--- config.mk ---
export PLATFORM = sky130hd
export DESIGN_NAME = alu_op_sequencer
export DESIGN_NICKNAME = d
export VERILOG_FILES = /design/src/rtl/alu_op_sequencer.sv
export SDC_FILE = /design/constraint.sdc
export NUM_CORES = 1
export LEC_CHECK = 0
export CELL_PAD_IN_SITES_DETAIL_PLACEMENT = 0
export CELL_PAD_IN_SITES_GLOBAL_PLACEMENT = 2
export CORE_AREA = 4 4 89 91
export CTS_CLUSTER_SIZE = 28
export DETAILED_ROUTE_END_ITERATION = 16
export DIE_AREA = 0 0 93 95
export HOLD_SLACK_MARGIN = 0.12
export PLACE_DENSITY_LB_ADDON = 0.1
export SYNTH_ARGS = -nofsm -noshare
export SYNTH_HDL_FRONTEND = slang
export SYNTH_SLANG_ARGS = --single-unit
--- constraint.sdc ---
create_clock -name clock -period 1.9 [get_ports clock]
set_clock_uncertainty 0.05 [all_clocks]
set_input_delay 0.38 -clock clock [delete_from_list [all_inputs] [get_ports clock]]
set_output_delay 0.38 -clock clock [all_outputs]
set_load 0.01 [all_outputs]
--- src/rtl/alu_op_sequencer.sv ---
// Command-side sequencer for a 4-bit combinational ALU slice: runs 8-bit AND/OR/ADD/SUB/SLT
// as two nibble passes and 4x4 unsigned MUL as four shift-add passes.
module alu_op_sequencer (
  input  logic       clock,
  input  logic       resetn,
  input  logic       cmd_valid,
  output logic       cmd_ready,
  input  logic [2:0] cmd_op,
  input  logic [7:0] cmd_a,
  input  logic [7:0] cmd_b,
  output logic       rsp_valid,
  input  logic       rsp_ready,
  output logic [7:0] rsp_data,
  output logic       rsp_cout,
  output logic       rsp_zero,
  output logic       rsp_err,
  output logic [3:0] alu_inA,
  output logic [3:0] alu_inB,
  output logic       alu_Cin,
  output logic       alu_binv,
  output logic       alu_less,
  output logic [2:0] alu_op,
  input  logic [3:0] alu_result,
  input  logic       alu_Cout,
  output logic [2:0] dbg_state
);

  // Handshakes: a transfer happens on a rising clock edge where valid && ready are both high;
  // valid never waits on ready, and payload is held stable while valid is high and ready is low.

  typedef enum logic [2:0] {IDLE = 3'd0, LO = 3'd1, HI = 3'd2, MUL = 3'd3, DONE = 3'd4} state_t;

  localparam logic [2:0] OP_AND = 3'd0;
  localparam logic [2:0] OP_OR  = 3'd1;
  localparam logic [2:0] OP_ADD = 3'd2;
  localparam logic [2:0] OP_SUB = 3'd3;
  localparam logic [2:0] OP_SLT = 3'd4;
  localparam logic [2:0] OP_MUL = 3'd5;

  state_t     state, state_nxt;
  logic [2:0] op_q;
  logic [7:0] a_q, b_q;
  logic [7:0] res_q;  // nibble results, SLT bit, or the MUL product register
  logic       carry_q, cout_q, err_q;
  logic [1:0] step_q;
  logic       accept, is_arith, is_sub, slt_v;
  logic [1:0] f;

  assign accept   = cmd_valid && cmd_ready;
  assign is_sub   = (op_q == OP_SUB) || (op_q == OP_SLT);
  assign is_arith = (op_q == OP_ADD) || is_sub;
  assign f        = (op_q == OP_AND) ? 2'b00 : (op_q == OP_OR) ? 2'b01 : 2'b10;
  // Signed overflow of a - b, judged on the high-nibble pass.
  assign slt_v    = (a_q[7] != b_q[7]) && (alu_result[3] != a_q[7]);

  assign rsp_data  = res_q;
  assign rsp_cout  = cout_q;
  assign rsp_err   = err_q;
  assign rsp_zero  = (state == DONE) && (res_q == 8'd0);
  assign alu_less  = 1'b0;
  assign dbg_state = state;

  always_comb begin
    state_nxt = state;
    cmd_ready = 1'b0;
    rsp_valid = 1'b0;
    alu_inA   = 4'd0;
    alu_inB   = 4'd0;
    alu_Cin   = 1'b0;
    alu_binv  = 1'b0;
    alu_op    = 3'd0;
    case (state)
      IDLE: begin
        cmd_ready = resetn;
        if (cmd_valid && resetn) begin
          if (cmd_op <= OP_SLT)     state_nxt = LO;
          else if (cmd_op == OP_MUL) state_nxt = MUL;
          else                       state_nxt = DONE;
        end
      end
      LO: begin
        alu_inA   = a_q[3:0];
        alu_inB   = b_q[3:0];
        alu_binv  = is_sub;
        alu_Cin   = is_sub;
        alu_op    = {1'b0, f};
        state_nxt = HI;
      end
      HI: begin
        alu_inA   = a_q[7:4];
        alu_inB   = b_q[7:4];
        alu_binv  = is_sub;
        alu_Cin   = is_arith && carry_q;
        alu_op    = {1'b0, f};
        state_nxt = DONE;
      end
      MUL: begin
        alu_inA = res_q[7:4];
        alu_inB = res_q[0] ? a_q[3:0] : 4'd0;
        alu_op  = 3'b010;
        if (step_q == 2'd3) state_nxt = DONE;
      end
      DONE: begin
        rsp_valid = 1'b1;
        if (rsp_ready) state_nxt = IDLE;
      end
      default: state_nxt = IDLE;
    endcase
  end

  always_ff @(posedge clock or negedge resetn) begin
    if (!resetn) begin
      state   <= IDLE;
      op_q    <= 3'd0;
      a_q     <= 8'd0;
      b_q     <= 8'd0;
      res_q   <= 8'd0;
      carry_q <= 1'b0;
      cout_q  <= 1'b0;
      err_q   <= 1'b0;
      step_q  <= 2'd0;
    end else begin
      state <= state_nxt;
      case (state)
        IDLE: if (accept) begin
          op_q    <= cmd_op;
          a_q     <= cmd_a;
          b_q     <= cmd_b;
          step_q  <= 2'd0;
          carry_q <= 1'b0;
          cout_q  <= 1'b0;
          err_q   <= (cmd_op > OP_MUL);
          res_q   <= (cmd_op == OP_MUL) ? {4'd0, cmd_b[3:0]} : 8'd0;
        end
        LO: begin
          res_q[3:0] <= alu_result;
          carry_q    <= alu_Cout;
        end
        HI: begin
          if (op_q == OP_SLT) res_q <= {7'd0, alu_result[3] ^ slt_v};
          else                res_q[7:4] <= alu_result;
          cout_q <= is_arith && alu_Cout;
        end
        MUL: begin
          res_q  <= {alu_Cout, alu_result, res_q[3:1]};
          step_q <= step_q + 2'd1;
        end
        DONE: if (rsp_ready) err_q <= 1'b0;
        default: ;
      endcase
    end
  end

endmodule

==> results.toml <==
[route]
wl_per_cell_um = 15.8
drtPass1Iterations = 4
drt_iter0_markers = 85
met2WireLength_um = 3110
num_vias = 1868
drt_wl_total_um = 6380
viasPerCell = 4.64
drc = 0
wl_met3_um = 304
top_layer = "met4"
wl_met1_um = 2870
ant_nets = 0

[finish]
layout.cells.most_common_list = "buf_4 (43), clkdlybuf4s50_1 (37), dfrtp_1 (33), nand2_1 (18)"
fin_cells = 403
diodes = 0
drive_gt1_share_pct = 42.8
n_fill_cell = 732
final_common_cell = "buf_4"
syn2layout_area_growth_pct = 61.7
nets = 332
fin_area_um2 = 3250

[clock_network]
cts_buffers = 5
clk_path_buf_depth = 2
h-tree-depth = 2
cts_tree = "done"
insertion_delay_ps = 280
clock-root-buffer = "clkbuf_8"
cts.sinks = 35
clk_pin_slew_worst_paths_ps = 70

[logic_synthesis]
netlist_instances = 193
synthArstFlopShare_pct = 100
synth_area_per_cell_um2 = 10.4
synth_cell_type_count = 44
seq_area_frac_synth_pct = 43.6
ys.flop_type = "dfrtp_1"
yosys_register_bits = 35
synth_edf_count = 0
ys_warn_count = 0
syn_area_um2 = 2010

[power_and_ir_drop]
ir_worst_vdd_mv = 0.397
power_leakage_nw = 1.49
powerDensity_nw_per_um2 = 1250
total_power_mw = 4.06

[grt]
grt_max_degree = 18
grt_pass1_wl_um = 10300
grt_pass1_vias = 2035
grt_usage_pct = 15.3
grt_antenna_before_repair = 0
overflow = 0

[status]
outcome = "finished with violations"
violations = "setup timing"

[setup_path]
startpoint_type = "register"
cp.required_ps = 1470
worst-path-max-fanout = 6
crit_path_end_kind = "output pin"
crit_type = "register to output pin"
cp.arrival_ps = 1510

[place]
io_buffers = 55
dp_hpwl_um = 4990
placed_area_um2 = 2990
place.gp.congestion = 0.820
dp_cells = 384

[floorplanning]
die_h_um = 95
dieArea_um2 = 8840
die-width_um = 93
io_pins = 58
num_rows = 31
core_um2 = 7140
start_util_pct = 28.1

[sta]
fin_crit_sh_pct = 102
rsz0062_at_grt = "yes"
setup_viol = 7
layout_min_cycle_time_ps = 1940
timing.final.ws_setup_ps = -35.4
report.final.slew_viol_count = 0
fmax_mhz = 517
hold_violations = 0

[hold_path]
hold_path_class = "register to register"

[run]
cap_violations = 0
==> worst paths after layout <==
path / startpoint / endpoint / slack [ps] / cells past startpoint
worst max-delay path: dbg_state[1]$_DFFE_PN0P_ / alu_inB[0] / -40 / 7
worst min-delay path: step_q[0]$_DFFE_PN0P_ / step_q[0]$_DFFE_PN0P_ / 450 / 1
worst max register to register: dbg_state[1]$_DFFE_PN0P_ / a_q[7]$_DFFE_PN0P_ / 150 / 7
worst min register to register: step_q[0]$_DFFE_PN0P_ / step_q[0]$_DFFE_PN0P_ / 450 / 1
max in group asynchronous: resetn / dbg_state[1]$_DFFE_PN0P_ / 900 / 4
min in group asynchronous: resetn / rsp_err$_DFFE_PN0P_ / 520 / 3
==> stage by stage <==
step | hold WS (ps) | utilization (%) | setup slack [ps] | setup TNS (ps)
floorplan | 34.4 | - | 55.1 | 0
global placement | 297 | 41.8 | -218 | -2340
detailed placement | 293 | 41.8 | -252 | -2380
CTS | 455 | 44.5 | -117 | -1080
global route | 495 | 45.5 | -95.8 | -686
finish | 453 | 45.5 | -35.4 | -134
==> worst max-delay path: stages (launching register included) <==
cell and delay (ps):
dfrtp_2 450, buf_6 130, nand2b_4 90, nor2_4 60, buf_6 130, a22oi_2 170, nand2_1 60, buf_2 130
==> registers in the layout (all words and copies together), names as in the netlist <==
| signal | cells |
|---|---|
| a_q | 8 |
| b_q | 8 |
| carry_q | 1 |
| dbg_state | 3 |
| op_q | 3 |
| rsp_cout | 1 |
| rsp_data | 8 |
| rsp_err | 1 |
| step_q | 2 |
==> where the power goes <==
| part | leakage, nW | internal (mW) | switching [mW] |
|---|---|---|---|
| Sequential | 0.433 | 1.07 | 0.310 |
| Combinational | 1.02 | 1.25 | 0.906 |
| Clock | 0.0422 | 0.257 | 0.266 |
| Total | 1.49 | 2.58 | 1.48 |
==> layout make-up <==
class                      instances  area [um^2]  share of cell area [%]
multi-input combinational        141         1150                    35.4
timing repair buffer             112          986                    30.4
sequential                        35          878                    27.0
tap                               99          124                    3.81
clock buffer                       7         76.3                    2.35
inverter                           8         30.0                   0.924
clock inverter                     1         5.00                   0.154
==> synthesized netlist by cell type (all sizes together) (2+ instances only) <==
library cell / n / area (um^2)
a22oi: 9 / 67.6
inv: 8 / 30.0
mux2: 19 / 267
nor3: 2 / 21.3
and3: 2 / 12.5
nand2b: 4 / 32.5
nand2: 19 / 71.3
dfrtp: 35 / 876
nor4: 2 / 12.5
o31ai: 4 / 30.0
nor2: 19 / 73.8
a2bb2oi: 3 / 26.3
buf: 9 / 73.8
nor2b: 4 / 25.0
mux2i: 5 / 50.1
nand3: 9 / 57.6
a21oi: 13 / 65.1
o21ai: 8 / 40.0
==> kinds of logic after synthesis <==
| logic type | after synthesis | share of synthesized area, % |
|---|---|---|
| buf+inv | 18 | 5.36 |
| other cells | 1 | 0.187 |
| compound gates | 49 | 17.3 |
| simple gates | 64 | 16.6 |
| mux | 24 | 15.8 |
| fa+ha+maj | 2 | 1.12 |
| flops | 35 | 43.6 |
==> layer usage <==
layer	vias to the layer above	global-route usage, %
li1	915	-
met1	901	19.0
met2	46	26.6
met3	6	3.19
met4	0	4.64
met5	-	0
==> what timing repair did <==
action | in CTS | in global routing
setup endpoints to repair | 17 | 30
hold buffers | 1 | 0
pin swaps | 4 | 15
setup buffers | 9 | 3
hold endpoints to repair | 22 | 0
resized for setup | 89 | 19
Power figures use the tool's default switching activity.
